## src/rtl/adder_pkg.sv

```systemverilog
// Shared types and elaboration helpers for the pipelined add/subtract unit.
package adder_pkg;

    // Operation selected by the in_sub port.
    typedef enum logic {
        OP_ADD = 1'b0,
        OP_SUB = 1'b1
    } op_e;

    // Per-slot control travelling with each beat: slot occupancy, carry out
    // of the chunks completed so far, and the overflow of the latest chunk.
    typedef struct packed {
        logic valid;
        logic carry;
        logic ovf;
    } slot_ctrl_t;

    // Width of one carry-chain chunk handled by a single pipeline stage.
    function automatic int chunk_width(input int width, input int stages);
        return width / stages;
    endfunction

    // True when the width/stage combination splits into equal chunks.
    function automatic bit cfg_ok(input int width, input int stages);
        return (width >= 2) && (stages >= 1) && (stages <= width) &&
               ((width % stages) == 0);
    endfunction

endpackage

```

## src/rtl/adder_chunk.sv

```systemverilog
// Combinational CW-bit adder slice: sum, carry out, and carry into its MSB.
module adder_chunk #(
    parameter int CW = 8
) (
    input  logic [CW-1:0] a,
    input  logic [CW-1:0] b,
    input  logic          cin,
    output logic [CW-1:0] sum,
    output logic          cout,
    output logic          c_msb
);

    logic [CW:0] total_s;

    assign total_s = {1'b0, a} + {1'b0, b} + {{CW{1'b0}}, cin};
    assign sum     = total_s[CW-1:0];
    assign cout    = total_s[CW];
    // The MSB sum bit is a ^ b ^ carry-in, so the carry into it falls out.
    assign c_msb   = a[CW-1] ^ b[CW-1] ^ total_s[CW-1];

endmodule

```

## src/rtl/pipelined_addsub.sv

```systemverilog
// Pipelined two's-complement add/subtract unit. The carry chain is cut into
// STAGES chunks; each stage resolves one chunk and hands its carry onward.
module pipelined_addsub
    import adder_pkg::*;
#(
    parameter int WIDTH  = 16,
    parameter int STAGES = 2
) (
    input  logic             clk,
    input  logic             rst,
    input  logic             in_valid,
    output logic             in_ready,
    input  logic [WIDTH-1:0] in_a,
    input  logic [WIDTH-1:0] in_b,
    input  logic             in_cin,
    input  logic             in_sub,
    output logic             out_valid,
    input  logic             out_ready,
    output logic [WIDTH-1:0] out_sum,
    output logic             out_cout,
    output logic             out_ovf
);

    localparam int CW = chunk_width(WIDTH, STAGES);

    if (!cfg_ok(WIDTH, STAGES)) begin : g_bad_cfg
        $error("pipelined_addsub: WIDTH must be >= 2 and a multiple of STAGES");
    end

    // Subtraction is A + ~B + ~borrow; the operands are conditioned once at
    // entry so every stage is a plain adder.
    op_e             op_s;
    logic [WIDTH-1:0] b_eff_s;
    logic             cin_eff_s;
    logic             stall_s;

    // Stage registers: control, completed low sum chunks, and the not-yet
    // consumed operand bits shifted so the next chunk always sits at bit 0.
    slot_ctrl_t       ctrl_r  [STAGES];
    logic [WIDTH-1:0] sum_r   [STAGES];
    logic [WIDTH-1:0] rem_a_r [STAGES];
    logic [WIDTH-1:0] rem_b_r [STAGES];

    // Per-stage chunk adder connections.
    logic [CW-1:0] ch_a_s    [STAGES];
    logic [CW-1:0] ch_b_s    [STAGES];
    logic          ch_cin_s  [STAGES];
    logic [CW-1:0] ch_sum_s  [STAGES];
    logic          ch_cout_s [STAGES];
    logic          ch_cmsb_s [STAGES];

    assign op_s      = op_e'(in_sub);
    assign b_eff_s   = (op_s == OP_SUB) ? ~in_b : in_b;
    assign cin_eff_s = (op_s == OP_SUB) ? ~in_cin : in_cin;

    // Backpressure only ever comes from an unconsumed result at the output.
    assign stall_s   = ctrl_r[STAGES-1].valid & ~out_ready;
    assign in_ready  = ~stall_s;

    assign out_valid = ctrl_r[STAGES-1].valid;
    assign out_sum   = sum_r[STAGES-1];
    assign out_cout  = ctrl_r[STAGES-1].carry;
    assign out_ovf   = ctrl_r[STAGES-1].ovf;

    for (genvar k = 0; k < STAGES; k++) begin : g_chunk
        if (k == 0) begin : g_first
            assign ch_a_s[k]   = in_a[CW-1:0];
            assign ch_b_s[k]   = b_eff_s[CW-1:0];
            assign ch_cin_s[k] = cin_eff_s;
        end else begin : g_next
            assign ch_a_s[k]   = rem_a_r[k-1][CW-1:0];
            assign ch_b_s[k]   = rem_b_r[k-1][CW-1:0];
            assign ch_cin_s[k] = ctrl_r[k-1].carry;
        end

        adder_chunk #(
            .CW (CW)
        ) u_chunk (
            .a     (ch_a_s[k]),
            .b     (ch_b_s[k]),
            .cin   (ch_cin_s[k]),
            .sum   (ch_sum_s[k]),
            .cout  (ch_cout_s[k]),
            .c_msb (ch_cmsb_s[k])
        );
    end

    // Pipeline advance: reset clears all slots, a stall freezes every stage,
    // otherwise each slot (valid or bubble) moves down one stage.
    always_ff @(posedge clk) begin
        if (rst) begin
            for (int k = 0; k < STAGES; k++) begin
                ctrl_r[k]  <= '0;
                sum_r[k]   <= '0;
                rem_a_r[k] <= '0;
                rem_b_r[k] <= '0;
            end
        end else if (!stall_s) begin
            ctrl_r[0].valid <= in_valid;
            ctrl_r[0].carry <= ch_cout_s[0];
            ctrl_r[0].ovf   <= ch_cout_s[0] ^ ch_cmsb_s[0];
            sum_r[0]        <= WIDTH'(ch_sum_s[0]);
            rem_a_r[0]      <= in_a >> CW;
            rem_b_r[0]      <= b_eff_s >> CW;
            for (int k = 1; k < STAGES; k++) begin
                ctrl_r[k].valid <= ctrl_r[k-1].valid;
                ctrl_r[k].carry <= ch_cout_s[k];
                ctrl_r[k].ovf   <= ch_cout_s[k] ^ ch_cmsb_s[k];
                sum_r[k]        <= sum_r[k-1] | (WIDTH'(ch_sum_s[k]) << (k * CW));
                rem_a_r[k]      <= rem_a_r[k-1] >> CW;
                rem_b_r[k]      <= rem_b_r[k-1] >> CW;
            end
        end
    end

endmodule
```

## config.mk

```make
export PLATFORM = sky130hd
export DESIGN_NAME = pipelined_addsub
export DESIGN_NICKNAME = d
export VERILOG_FILES = /design/src/rtl/adder_pkg.sv /design/src/rtl/adder_chunk.sv /design/src/rtl/pipelined_addsub.sv
export SDC_FILE = /design/constraint.sdc
export NUM_CORES = 1
export LEC_CHECK = 0
export ABC_AREA = 1
export CORE_MARGIN = 3
export CORE_UTILIZATION = 30
export DETAILED_ROUTE_END_ITERATION = 10
export HOLD_SLACK_MARGIN = 0.03
export SETUP_SLACK_MARGIN = 0.05
export SLEW_MARGIN = 0
export SYNTH_ARGS = -nofsm -noshare
export SYNTH_HDL_FRONTEND = slang
export SYNTH_HIERARCHICAL = 1
export SYNTH_SLANG_ARGS = --single-unit
export TNS_END_PERCENT = 30
```

## constraint.sdc

```tcl
create_clock -name clk -period 2.4 [get_ports clk]
set_clock_uncertainty 0.15 [all_clocks]
set_input_delay 0.24 -clock clk [delete_from_list [all_inputs] [get_ports clk]]
set_output_delay 0.24 -clock clk [all_outputs]
set_load 0.01 [all_outputs]
```

## Yosys cells after proc, flatten, opt, wreduce, memory -nomap -nowiden

Memory sizes are Yosys's and may differ from the RTL's.
Index checks and enable logic that the tools add are counted.

| operators by class | value |
|---|---|
| $add $sub $neg | 4 |
| mux-type cells | 19 |
| bitwise logic cells | 24 |

Operators with widths:

| cell | number |
|---|---|
| two-way mux 16 bit | 3 |
| two-way mux 8 bit | 4 |
| adder 8 x 8 -> 9 bit | 2 |
| adder 9 x 1 -> 9 bit | 2 |
| NOT 16 bit | 1 |
| bitwise OR 16 bit | 1 |
| two-way mux 1 bit | 12 |
| bitwise OR 1 bit | 12 |
| bitwise XOR 1 bit | 6 |
| NOT 1 bit | 3 |
| bitwise AND 1 bit | 1 |

| word-level totals | value |
|---|---|
| register bits | 0 |
| bits in writable memories | 70 |
| input bits | 38 |
| output and inout bits | 20 |
| memories kept | 4 |

Memory list:

| memory | depth | width | rd ports | clocked after Yosys merged registers in | wr ports | line | RTL |
|---|---|---|---|---|---|---|---|
| sum_r | 2 | 16 | 2 | 0 | 2 | pipelined_addsub.sv:40 | `logic [WIDTH-1:0] sum_r [STAGES];` |
| rem_a_r | 2 | 8 | 1 | 0 | 2 | pipelined_addsub.sv:41 | `logic [WIDTH-1:0] rem_a_r [STAGES];` |
| rem_b_r | 2 | 8 | 1 | 0 | 2 | pipelined_addsub.sv:42 | `logic [WIDTH-1:0] rem_b_r [STAGES];` |
| ctrl_r | 2 | 3 | 2 | 0 | 2 | pipelined_addsub.sv:39 | `slot_ctrl_t ctrl_r [STAGES];` |

## Depth between registers and ports, before layout

| logic depth | value |
|---|---|
| depth in word-level cells | 7 |
| gate-level depth with buffers | 13 |
| mapped depth without buffers | 12 |

## Modules after synthesis

The synthesis kept the hierarchy.

Modules (own cells, without submodules):

| module | times used | cells an instance | area each (um^2) |
|---|---|---|---|
| pipelined_addsub | 1 | 199 | 2232.1 |
| adder_chunk | 2 | 59 | 370.4 |

## Worst setup path before layout

No wires, ideal clock.

| timing path | value |
|---|---|
| kind | in2reg |
| start point | in in_sub |
| end point | mem ctrl_r[0][1] (netlist bit), data pin |
| library setup time | 0.252 ns |
| arrival time | 1.944 ns |
| slack | 0.054 ns |
| cell stages on the path | 13 |
| cells stage by stage | buf_6 > buf_8 > xor2_1 > fa_1 > fa_1 > nand2_1 > nand2_1 > nand3b_1 > nand2_1 > nand2_1 > nand2_1 > inv_1 > nor2_2 |

RTL lines:

| element | line | RTL |
|---|---|---|
| start: declaration | pipelined_addsub.sv:16 | `input logic in_sub,` |
| end: declaration | pipelined_addsub.sv:39 |  |

==> out/qor.txt <==
CP cell instances = fa_2 -> fa_2 -> nand2_2 -> nand2_2 -> nand3b_1 -> nand2_1 -> nand2_1 -> nand2_2 -> inv_2 -> nand2_2 -> nand2_2 -> nor2_4
Setup violators final = 0
Number of synthesized flops with an enable pin = 45
Vias per cell = 3.818
Largest net degree at the start of global routing = 46
CP Launch Type = flop
RSZ-0062 raised after global routing = true
Top cell type's share of synthesized area = 45.45%
Warnings, synthesis = 6
Initial antenna violation count = 0
Measured slew at the worst slew-check pin = 439.0 ps
Slowest cell on crit path = fa_2
DR vias = 1909
H-tree Lvls = 2
Drt pass-1 iters = 4
Worst Hold Launch = sum_r[0][5]
Slew Limit Fails = 0
Post-synth top area cell = edfxtp_1
IO Pins = 58
Synthesized area = 2973 um^2
Crit-path max cell delay = 430 ps
CTS tree = done
Status = complete, no violations
Most common cell in the synthesized netlist = nand2_1
Cells on Worst Hold Path = 2
Minimum clock period = 2330 ps
Synth unique cells = 24
Syn_nets = 373
Buffers on Ports = 57
Clk buf depth = 2
R2r setup slk = 70 ps
# clock sinks = 45
Root buf cell = clkbuf_8
Placer Congestion = 0.8256
Max Cap Violations = 0
Crit Path Category = flop to flop
Main synth FF type = edfxtp_1
Reg2reg start = ctrl_r[0][1]
Cts bufs inserted = 5
Final WS setup = 69.52 ps
Fin crit share = 97.10%
Fillcell total = 945
HPWL Detailed = 3.777 mm
Synth Instances = 317
Power, Total = 2.327 mW
Number of diodes = 0
LEAKAGE = 1.745 nW
Die Y-Extent = 105.5 um
Number of remaining DRC errors = 0
Top cells by count, synth = 73 x nand2_1, 61 x inv_1, 45 x edfxtp_1
Core Area = 9415 um^2
Flops & latches, synth = 45
Worst Reg2Reg Path Length in Cells = 12
Global route overflow = 0
Syn Area/Cell = 9.378 um^2
Async set or reset register ratio after synthesis = 0%
CP endpoint kind = flop
FF-to-FF End = ctrl_r[1][0]
Peak VDD IR = 0.2666 mV
Share of layout cells above drive strength 1 = 23.45%
Global Route Usage Sum = 8.880%
Worst EP required = 2290 ps
Hold slack final = 401.8 ps
Final Routed Wirelength = 4.803 mm
Detailed router's first-iteration violation count = 58
CP arrival = 2220 ps
Clock slew at reported path FFs = 80 ps
Final Hold Viols = 0
Die ar. = 11140 um^2
DRT antenna net count = 0
Max transition margin = 70.66%
Critical path fanouts, max = 2
Pre-CTS setup slack = -340.9 ps
Placed Area = 3610 um^2
Rows = 35
Vias in the first global route = 1829
Crit path top cell by count = nand2_2
Die width = 105.5 um
Cts hold-fix bufs = 0
Top cells by area, synth = edfxtp_1 45%, nand2_1 9.2%, nor2_2 8.0%
P&R area growth vs syn = 26.77%
Initial core utilization = 31.57%
Hold Path Sink = sum_r[0][21]
WL per Instance = 9.606 um
Post-CTS Setup Repair Bufs = 0
Sequential area share after synthesis = 45.45%
Power Density = 617.4 nW/um^2
Nets = 426
Max Fclk = 429.1 MHz
Hold Path Class = flop to flop
Final instance area = 3769 um^2
First-pass GRT wire length = 8.162 mm
Clk_lat worst skew = 290 ps
## sequential cells by signal (all words and copies together) (netlist names)
register	count
sum_r	24
rem_a_r	8
rem_b_r	8
ctrl_r	5
## worst max-delay path: cells and delay by family, from the launching register on
| kind | cells | cell delay [ps] |
|---|---|---|
| simple gates | 9 | 600 |
| fa+ha+maj | 2 | 840 |
| buf+inv | 1 | 60 |
| flops | 1 | 420 |
## layout make-up
cell class                      instances  area (um^2)  area share, %
Sequential cell                        45         1351          35.86
Clock buffer                            5        68.82          1.826
Timing Repair Buffer                   68        664.4          17.63
Inverter                               64        240.2          6.374
Multi-Input combinational cell        186         1214          32.20
Tap cell                              129        161.4          4.283
Clock inverter                          3        68.82          1.826
## logic make-up (layout without fill, tap and decap cells)
kind of cell / Yosys count / after routing / share of synthesized area, %
and+or+nand+nor: 147 / 147 / 25.63
buffers and inverters: 86 / 140 / 14.65
DFF: 45 / 45 / 45.45
adders and majority gates: 18 / 18 / 8.586
xor gates and xnor gates: 15 / 15 / 4.419
AOI/OAI and AO/OA: 6 / 6 / 1.263
## worst max-delay path by stage
stage	slack, ps	endpoint	startpoint
global placement	-310	ctrl_r[0][1]	in_sub
finish	70	ctrl_r[1][0]	ctrl_r[0][1]
floorplan	50	ctrl_r[0][1]	in_sub
global route	-80	ctrl_r[1][0]	ctrl_r[0][1]
CTS	100	ctrl_r[1][0]	rem_b_r[0][0]
detailed placement	-340	ctrl_r[0][1]	in_sub
## layer usage
layer	share of wire [%]	GRT usage, %	vias up
met1	46	10.91	818
met2	48	15.39	36
met5	0	0	-
met3	5.0	1.715	4
li1	-	-	1051
met4	1.1	3.330	0
## metrics by stage
step,cells,setup TNS (ps),util (%)
floorplan,317,0,-
global placement,492,-1098,38.34
detailed placement,492,-1343,38.34
CTS,500,0,39.84
global route,500,-127.7,40.03
finish,500,0,40.03
## power breakdown
part | total, mW | internal (mW) | switching (mW)
registers | 1.00 | 0.974 | 0.0314
logic | 0.638 | 0.323 | 0.316
clock network | 0.684 | 0.419 | 0.265
total | 2.33 | 1.72 | 0.612
## placed cells by master (no fill, tap or decap), drive strengths merged
| master | netlist | final |
|---|---|---|
| buf | 22 | 11 |
| nand3b | 4 | 4 |
| dlygate4sd2 | 0 | 1 |
| or2 | 4 | 4 |
| nand2 | 79 | 79 |
| nor2 | 51 | 51 |
| bufinv | 0 | 2 |
| xnor2 | 4 | 4 |
| fa | 4 | 4 |
| clkbuf | 0 | 5 |
| a21oi | 6 | 6 |
| ha | 14 | 14 |
| xor2 | 11 | 11 |
| clkdlybuf4s50 | 0 | 56 |
| edfxtp | 45 | 45 |
| inv | 64 | 65 |
| nand3 | 9 | 9 |
## what timing repair did
item | 4_1_cts | 5_1_grt
endpoints found under the setup margin | 4 | 4
gates cloned | 0 | 0
pin swaps | 0 | 8
resized for setup | 3 | 8
hold endpoints to repair | 0 | 0
Note: power is estimated with default switching activity, not from simulation.
